$ cat config.mk
export PLATFORM = sky130hd
export DESIGN_NAME = mem_access_stage
export DESIGN_NICKNAME = d
export VERILOG_FILES = /design/src/rtl/mem_access_stage.sv
export SDC_FILE = /design/constraint.sdc
export NUM_CORES = 1
export LEC_CHECK = 0
export CORE_MARGIN = 3
export CORE_UTILIZATION = 45
export DETAILED_ROUTE_END_ITERATION = 10
export PLACE_DENSITY = 0.94
export SYNTH_ARGS = -nofsm -noshare
export SYNTH_HDL_FRONTEND = slang
export SYNTH_SLANG_ARGS = --single-unit
$ cat constraint.sdc
create_clock -name Clk -period 5.6 [get_ports Clk]
set_clock_uncertainty 0.1 [all_clocks]
set_input_delay 1.68 -clock Clk [delete_from_list [all_inputs] [get_ports Clk]]
set_output_delay 1.68 -clock Clk [all_outputs]
set_load 0.03 [all_outputs]
$ cat src/rtl/mem_access_stage.sv
//------------------------------------------------------------------------------
// mem_access_stage
//
// Memory-access stage of the 16-bit pipelined processor. Takes EX/MEM results,
// runs loads and stores over a single-request handshake with variable wait
// states, stalls the earlier stages while an access is outstanding, and loads
// the MEM/WB pipeline register that feeds the write-back mux.
//
// Optional feature (compile-time macro): MEM_TIMEOUT_EN
//   Defined   : an outstanding access aborts after TimeoutCycles wait cycles,
//               retires with RegWrite = 0 and sets the sticky MemErr flag.
//   Undefined : no wait counter, MemErr tied to 0, REQ waits indefinitely.
//
// Ports
//   Clk, Reset_n          clock (rising edge), async active-low reset
//   ExValid .. RegWriteIn EX/MEM inputs (valid, address/result, store data,
//                         destination, load/store, write-back controls)
//   Stall                 holds EX/MEM and earlier stages (combinational)
//   MemReq .. MemWData    memory request channel (held stable while waiting)
//   MemReady, MemRData    memory completion and read data
//   WbValid .. WriteReg   MEM/WB pipeline register
//   MemErr                sticky access-timeout flag
//------------------------------------------------------------------------------
module mem_access_stage #(
    parameter int RegWidth      = 16,
    parameter int RegAddrWidth  = 3,
    parameter int TimeoutCycles = 15
) (
    input  logic                    Clk,
    input  logic                    Reset_n,
    input  logic                    ExValid,
    input  logic [RegWidth-1:0]     ALUResult,
    input  logic [RegWidth-1:0]     StoreData,
    input  logic [RegAddrWidth-1:0] WriteRegIn,
    input  logic                    MemRead,
    input  logic                    MemWrite,
    input  logic                    MemtoRegIn,
    input  logic                    RegWriteIn,
    output logic                    Stall,
    output logic                    MemReq,
    output logic                    MemWe,
    output logic [RegWidth-1:0]     MemAddr,
    output logic [RegWidth-1:0]     MemWData,
    input  logic                    MemReady,
    input  logic [RegWidth-1:0]     MemRData,
    output logic                    WbValid,
    output logic [RegWidth-1:0]     MemOut,
    output logic [RegWidth-1:0]     ALUOut,
    output logic                    MemtoReg,
    output logic                    RegWrite,
    output logic [RegAddrWidth-1:0] WriteReg,
    output logic                    MemErr
);

    typedef enum logic {
        IDLE = 1'b0,
        REQ  = 1'b1
    } stateT;

    stateT state;
    stateT stateNext;

    // Decoded events for the current cycle, consumed by the datapath registers.
    logic acceptMem;    // memory op accepted in IDLE
    logic acceptAlu;    // non-memory instruction passes straight through
    logic complete;     // memory signalled completion while in REQ
    logic abortAccess;  // wait budget exhausted without completion
    logic timeoutHit;

    // Fields of the accepted memory op; the address lives in MemAddr.
    logic                    capIsLoad;
    logic                    capRegWrite;
    logic                    capMemtoReg;
    logic [RegAddrWidth-1:0] capWriteReg;

    //--------------------------------------------------------------------------
    // FSM state register
    //--------------------------------------------------------------------------
    // NOTE: sequential state uses non-blocking (<=) so every register samples
    // pre-edge values; combinational blocks below use blocking (=).
    always_ff @(posedge Clk or negedge Reset_n) begin
        if (!Reset_n) begin
            state <= IDLE;
        end else begin
            state <= stateNext;
        end
    end

    //--------------------------------------------------------------------------
    // FSM next-state and event decode
    //--------------------------------------------------------------------------
    always_comb begin
        // NOTE: every output gets a default first so no path can infer a latch.
        stateNext   = state;
        Stall       = 1'b0;
        acceptMem   = 1'b0;
        acceptAlu   = 1'b0;
        complete    = 1'b0;
        abortAccess = 1'b0;
        case (state)
            IDLE: begin
                // MemReady is ignored here: no request is outstanding.
                if (ExValid) begin
                    if (MemRead || MemWrite) begin
                        acceptMem = 1'b1;
                        Stall     = 1'b1;
                        stateNext = REQ;
                    end else begin
                        acceptAlu = 1'b1;
                    end
                end
            end
            REQ: begin
                // Completion wins over a timeout landing on the same edge.
                // Stall releases on the finishing cycle so EX/MEM advances
                // past the memory op exactly once.
                if (MemReady) begin
                    complete  = 1'b1;
                    stateNext = IDLE;
                end else if (timeoutHit) begin
                    abortAccess = 1'b1;
                    stateNext   = IDLE;
                end else begin
                    Stall = 1'b1;
                end
            end
        endcase
    end

    //--------------------------------------------------------------------------
    // Optional access timeout
    //--------------------------------------------------------------------------
`ifdef MEM_TIMEOUT_EN
    localparam int CntWidth = $clog2(TimeoutCycles + 1);

    logic [CntWidth-1:0] waitCnt;

    // The count reaches TimeoutCycles on the edge that ends the last allowed
    // wait cycle, so abort is decided one count earlier.
    assign timeoutHit = (state == REQ) && (waitCnt == CntWidth'(TimeoutCycles - 1));

    always_ff @(posedge Clk or negedge Reset_n) begin
        if (!Reset_n) begin
            waitCnt <= '0;
            MemErr  <= 1'b0;
        end else begin
            if (acceptMem) begin
                waitCnt <= '0;
            end else if (state == REQ && !MemReady) begin
                waitCnt <= waitCnt + CntWidth'(1);
            end
            if (abortAccess) begin
                MemErr <= 1'b1;
            end
        end
    end
`else
    assign timeoutHit = 1'b0;
    assign MemErr     = 1'b0;
`endif

    //--------------------------------------------------------------------------
    // Memory request channel and captured op
    //--------------------------------------------------------------------------
    always_ff @(posedge Clk or negedge Reset_n) begin
        if (!Reset_n) begin
            MemReq      <= 1'b0;
            MemWe       <= 1'b0;
            MemAddr     <= '0;
            MemWData    <= '0;
            capIsLoad   <= 1'b0;
            capRegWrite <= 1'b0;
            capMemtoReg <= 1'b0;
            capWriteReg <= '0;
        end else if (acceptMem) begin
            MemReq      <= 1'b1;
            MemWe       <= MemWrite;
            MemAddr     <= ALUResult;
            MemWData    <= StoreData;
            // Read+write together is a store and must not write a register.
            capIsLoad   <= MemRead & ~MemWrite;
            capRegWrite <= RegWriteIn & ~(MemRead & MemWrite);
            capMemtoReg <= MemtoRegIn;
            capWriteReg <= WriteRegIn;
        end else if (complete || abortAccess) begin
            MemReq <= 1'b0;
        end
    end

    //--------------------------------------------------------------------------
    // MEM/WB pipeline register
    //--------------------------------------------------------------------------
    always_ff @(posedge Clk or negedge Reset_n) begin
        if (!Reset_n) begin
            WbValid  <= 1'b0;
            MemOut   <= '0;
            ALUOut   <= '0;
            MemtoReg <= 1'b0;
            RegWrite <= 1'b0;
            WriteReg <= '0;
        end else if (acceptAlu) begin
            WbValid  <= 1'b1;
            ALUOut   <= ALUResult;
            MemOut   <= '0;
            MemtoReg <= MemtoRegIn;
            RegWrite <= RegWriteIn;
            WriteReg <= WriteRegIn;
        end else if (complete || abortAccess) begin
            // An aborted access retires so the pipeline keeps moving, but it
            // carries no load data and never writes the register file.
            WbValid  <= 1'b1;
            ALUOut   <= MemAddr;
            MemOut   <= (complete && capIsLoad) ? MemRData : '0;
            MemtoReg <= capMemtoReg;
            RegWrite <= complete & capRegWrite;
            WriteReg <= capWriteReg;
        end else begin
            // Bubble: invalidate and kill the write, other fields hold.
            WbValid  <= 1'b0;
            RegWrite <= 1'b0;
        end
    end

endmodule

==> results by group <==
Final layout
  • Design area: 0.004674 mm^2
  • Share of cells above drive strength 1: 0.1476
  • Most common cell after layout, fill and taps aside: clkdlybuf4s50_1
  • Fillers: 462
  • Nets: 413
  • Diodes inserted: 0
  • Layout overhead on the synthesized area: 49.62%
  • Most frequent cells in the layout: clkdlybuf4s50_1 (129), dfrtp_1 (79), mux2_2 (29)

GRT
  • GR Overflow Total: 0
  • First-pass GRT wire length: 11,480 um
  • Initial antenna violation count: 0
  • Tot GR Track Use: 0.1903
  • Pin count of the biggest net entering global routing: 80
  • Vias in the first global route: 2,290

Die
  • Initial Util: 0.4784
  • I/O Pins: 133
  • Die area: 0.007979 mm^2
  • Core Rows: 29
  • Die width: 89.33 um
  • Core footprint: 0.006531 mm^2
  • Die Y: 89.33 um

Timing
  • Unrepaired setup endpoints after global routing: false
  • Maximum clock frequency: 217.0 MHz
  • Tcrit/Tclk final: 0.8229
  • Pins Over Slew Limit: 0
  • Final setup vio count: 0
  • TNS Setup: 0 ns
  • Worst Max-Slew Pin Slew: 0.9707 ns
  • Final count of hold timing violations: 0
  • Slew HR: 0.3528
  • Crit path time final: 4.608 ns

Route
  • TritonRoute pass-1 iters: 4
  • WL final: 7266 um
  • WL/cell: 16.67 um
  • Routed Antenna Nets: 0
  • Initial drt markers: 87
  • DRC Markers: 0
  • Via/cell ratio: 5.117
  • Vias: 2,231

Synthesis
  • Avg Inst Size Synth: 13.95 um^2
  • Ys Warns: 0
  • Synth top area share: 0.6328
  • Largest area contributor in the synthesized netlist: dfrtp_1
  • Syn_nets: 283
  • #FFs+latches synth: 79
  • Register area share after synthesis: 0.6328
  • Synth Cell Area: 0.003124 mm^2
  • Mapped Cells: 224
  • Area contributors post-synth: dfrtp_1 (63%), mux2_2 (10%), mux2i_1 (6.4%)
  • Netlist cell types: 22

Clock tree
  • Clock-pin slew on the worst setup and hold paths: 0.07 ns
  • # hold bufs at CTS: 0
  • Max clock buf depth: 2
  • CTS tree: yes
  • Sink Count: 79
  • Clock H-tree levels: 3
  • Post-CTS setup buffer count: 0
  • Worst skew pair latency: 0.32 ns
  • CTS root buf: clkbuf_8
  • Number of CTS-inserted buffers: 9
  • PostCTS Resize Cnt: 0

Run status
  • Run status: finished, final reports clean

Setup path
  • Crit Path Max Fanout: 5
  • WS Path Type: in -> out
  • Crit path capture type: output port
  • CP required: 3.82 ns
  • Crit start category: primary input
  • R2R Setup Slk: 3.44 ns
  • Crit path DAT: 2.83 ns

Power
  • Overall Power: 2.080 mW
  • Internal power: 1.346 mW
  • NetSw: 733.3 uW
  • Peak supply drop: 0.2042 mV
  • Net Sw Frac: 0.3526
  • Power Density: 444.9 mW/mm^2
  • Clock power frac: 0.206
  • Combinational share of power: 0.403
  • P_leak: 2.070 nW
  • Seq pwr share: 0.391

Place
  • GP Congestion: 0.7287
  • Placed Area: 0.004466 mm^2
  • Final HPWL DP: 5240 um
  • Port buffer count: 131

Worst hold path
  • Min-Delay Path Class: reg -> reg

Run
  • Max cap viols: 0
[final timing paths]
| kind | from | to | cells past startpoint |
|---|---|---|---|
| min in group asynchronous | Reset_n | MemAddr[10]$_DFFE_PN0P_ | 1 |
| hold reg to reg | capWriteReg[0]$_DFFE_PN0P_ | capWriteReg[0]$_DFFE_PN0P_ | 1 |
| hold / removal | capWriteReg[0]$_DFFE_PN0P_ | capWriteReg[0]$_DFFE_PN0P_ | 1 |
| setup / recovery | MemWrite | Stall | 4 |
| max in group asynchronous | Reset_n | MemAddr[1]$_DFFE_PN0P_ | 1 |
| setup reg to reg | state$_DFF_PN0_ | MemOut[4]$_DFFE_PN0P_ | 4 |
[flip-flops by register name, indices dropped and copies added (netlist names)]
signal       cells
ALUOut          16
MemAddr         16
MemOut          16
MemWData        16
WriteReg         3
capWriteReg      3
MemReq           1
MemWe            1
MemtoReg         1
RegWrite         1
WbValid          1
capIsLoad        1
capMemtoReg      1
capRegWrite      1
state            1
[routing by layer]
layer	track usage	share of wire
met1	0.2439	0.42
met2	0.3108	0.51
met3	0.05346	0.063
met4	0.06631	0.013
met5	0	0
[critical path: stages]
cell and delay (ns):
clkdlybuf4s50_1 0.54, o21a_2 0.28, a21o_1 0.17, buf_4 0.17
[logic make-up (layout without fill, tap and decap cells)]
logic type      Yosys count  after routing  share of synthesized area
compound gates           45             45                    0.09852
buf+inv                  17            152                    0.02964
flops                    79             79                     0.6328
simple gates             25             25                    0.04045
other cells               1              1                   0.001200
mux                      57             57                     0.1974
[Yosys cell counts (all sizes together)]
| master | instances |
|---|---|
| buf | 12 |
| inv | 2 |
| clkbuf | 3 |
| a22o | 17 |
| a21o | 2 |
| mux2 | 37 |
| nor4b | 1 |
| conb | 1 |
| o21ai | 20 |
| nand2 | 22 |
| dfrtp | 79 |
| a21oi | 3 |
| mux2i | 20 |
| o21a | 1 |
| a21boi | 1 |
| and3 | 1 |
| nor2b | 1 |
| a32o | 1 |
[layout make-up]
cell class | instances | area, um^2 | area share
Clock inverter | 3 | 40.04 | 0.008565
Timing Repair Buffer | 134 | 1329 | 0.2843
Tap cell | 77 | 96.34 | 0.02061
Inverter | 2 | 7.507 | 0.001606
Multi-Input combinational cell | 128 | 1056 | 0.2259
Clock buffer | 13 | 168.9 | 0.03613
Sequential cell | 79 | 1977 | 0.4229
[through the flow]
step / setup WS, ns / hold slack (ns) / std cells / util
floorplan: 1.279 / 0.3574 / 224 / -
global placement: 1.072 / 0.3680 / 420 / 0.6837
detailed placement: 1.012 / 0.3740 / 420 / 0.6837
CTS: 1.008 / 0.3914 / 436 / 0.7157
global route: 0.9636 / 0.4179 / 436 / 0.7157
finish: 0.9917 / 0.3874 / 436 / 0.7157
[power groups by stage]
| stage | Clock (mW) | Combinational [mW] | Sequential [mW] |
|---|---|---|---|
| CTS | 0.442 | 0.848 | 0.816 |
| global placement | 0 | 0.828 | 0.815 |
| floorplan | 0 | 0.179 | 1.09 |
| detailed placement | 0 | 0.846 | 0.825 |
| finish | 0.429 | 0.837 | 0.814 |
| global route | 0.466 | 0.887 | 0.834 |
No activity file was read; power rests on OpenSTA's default activity.
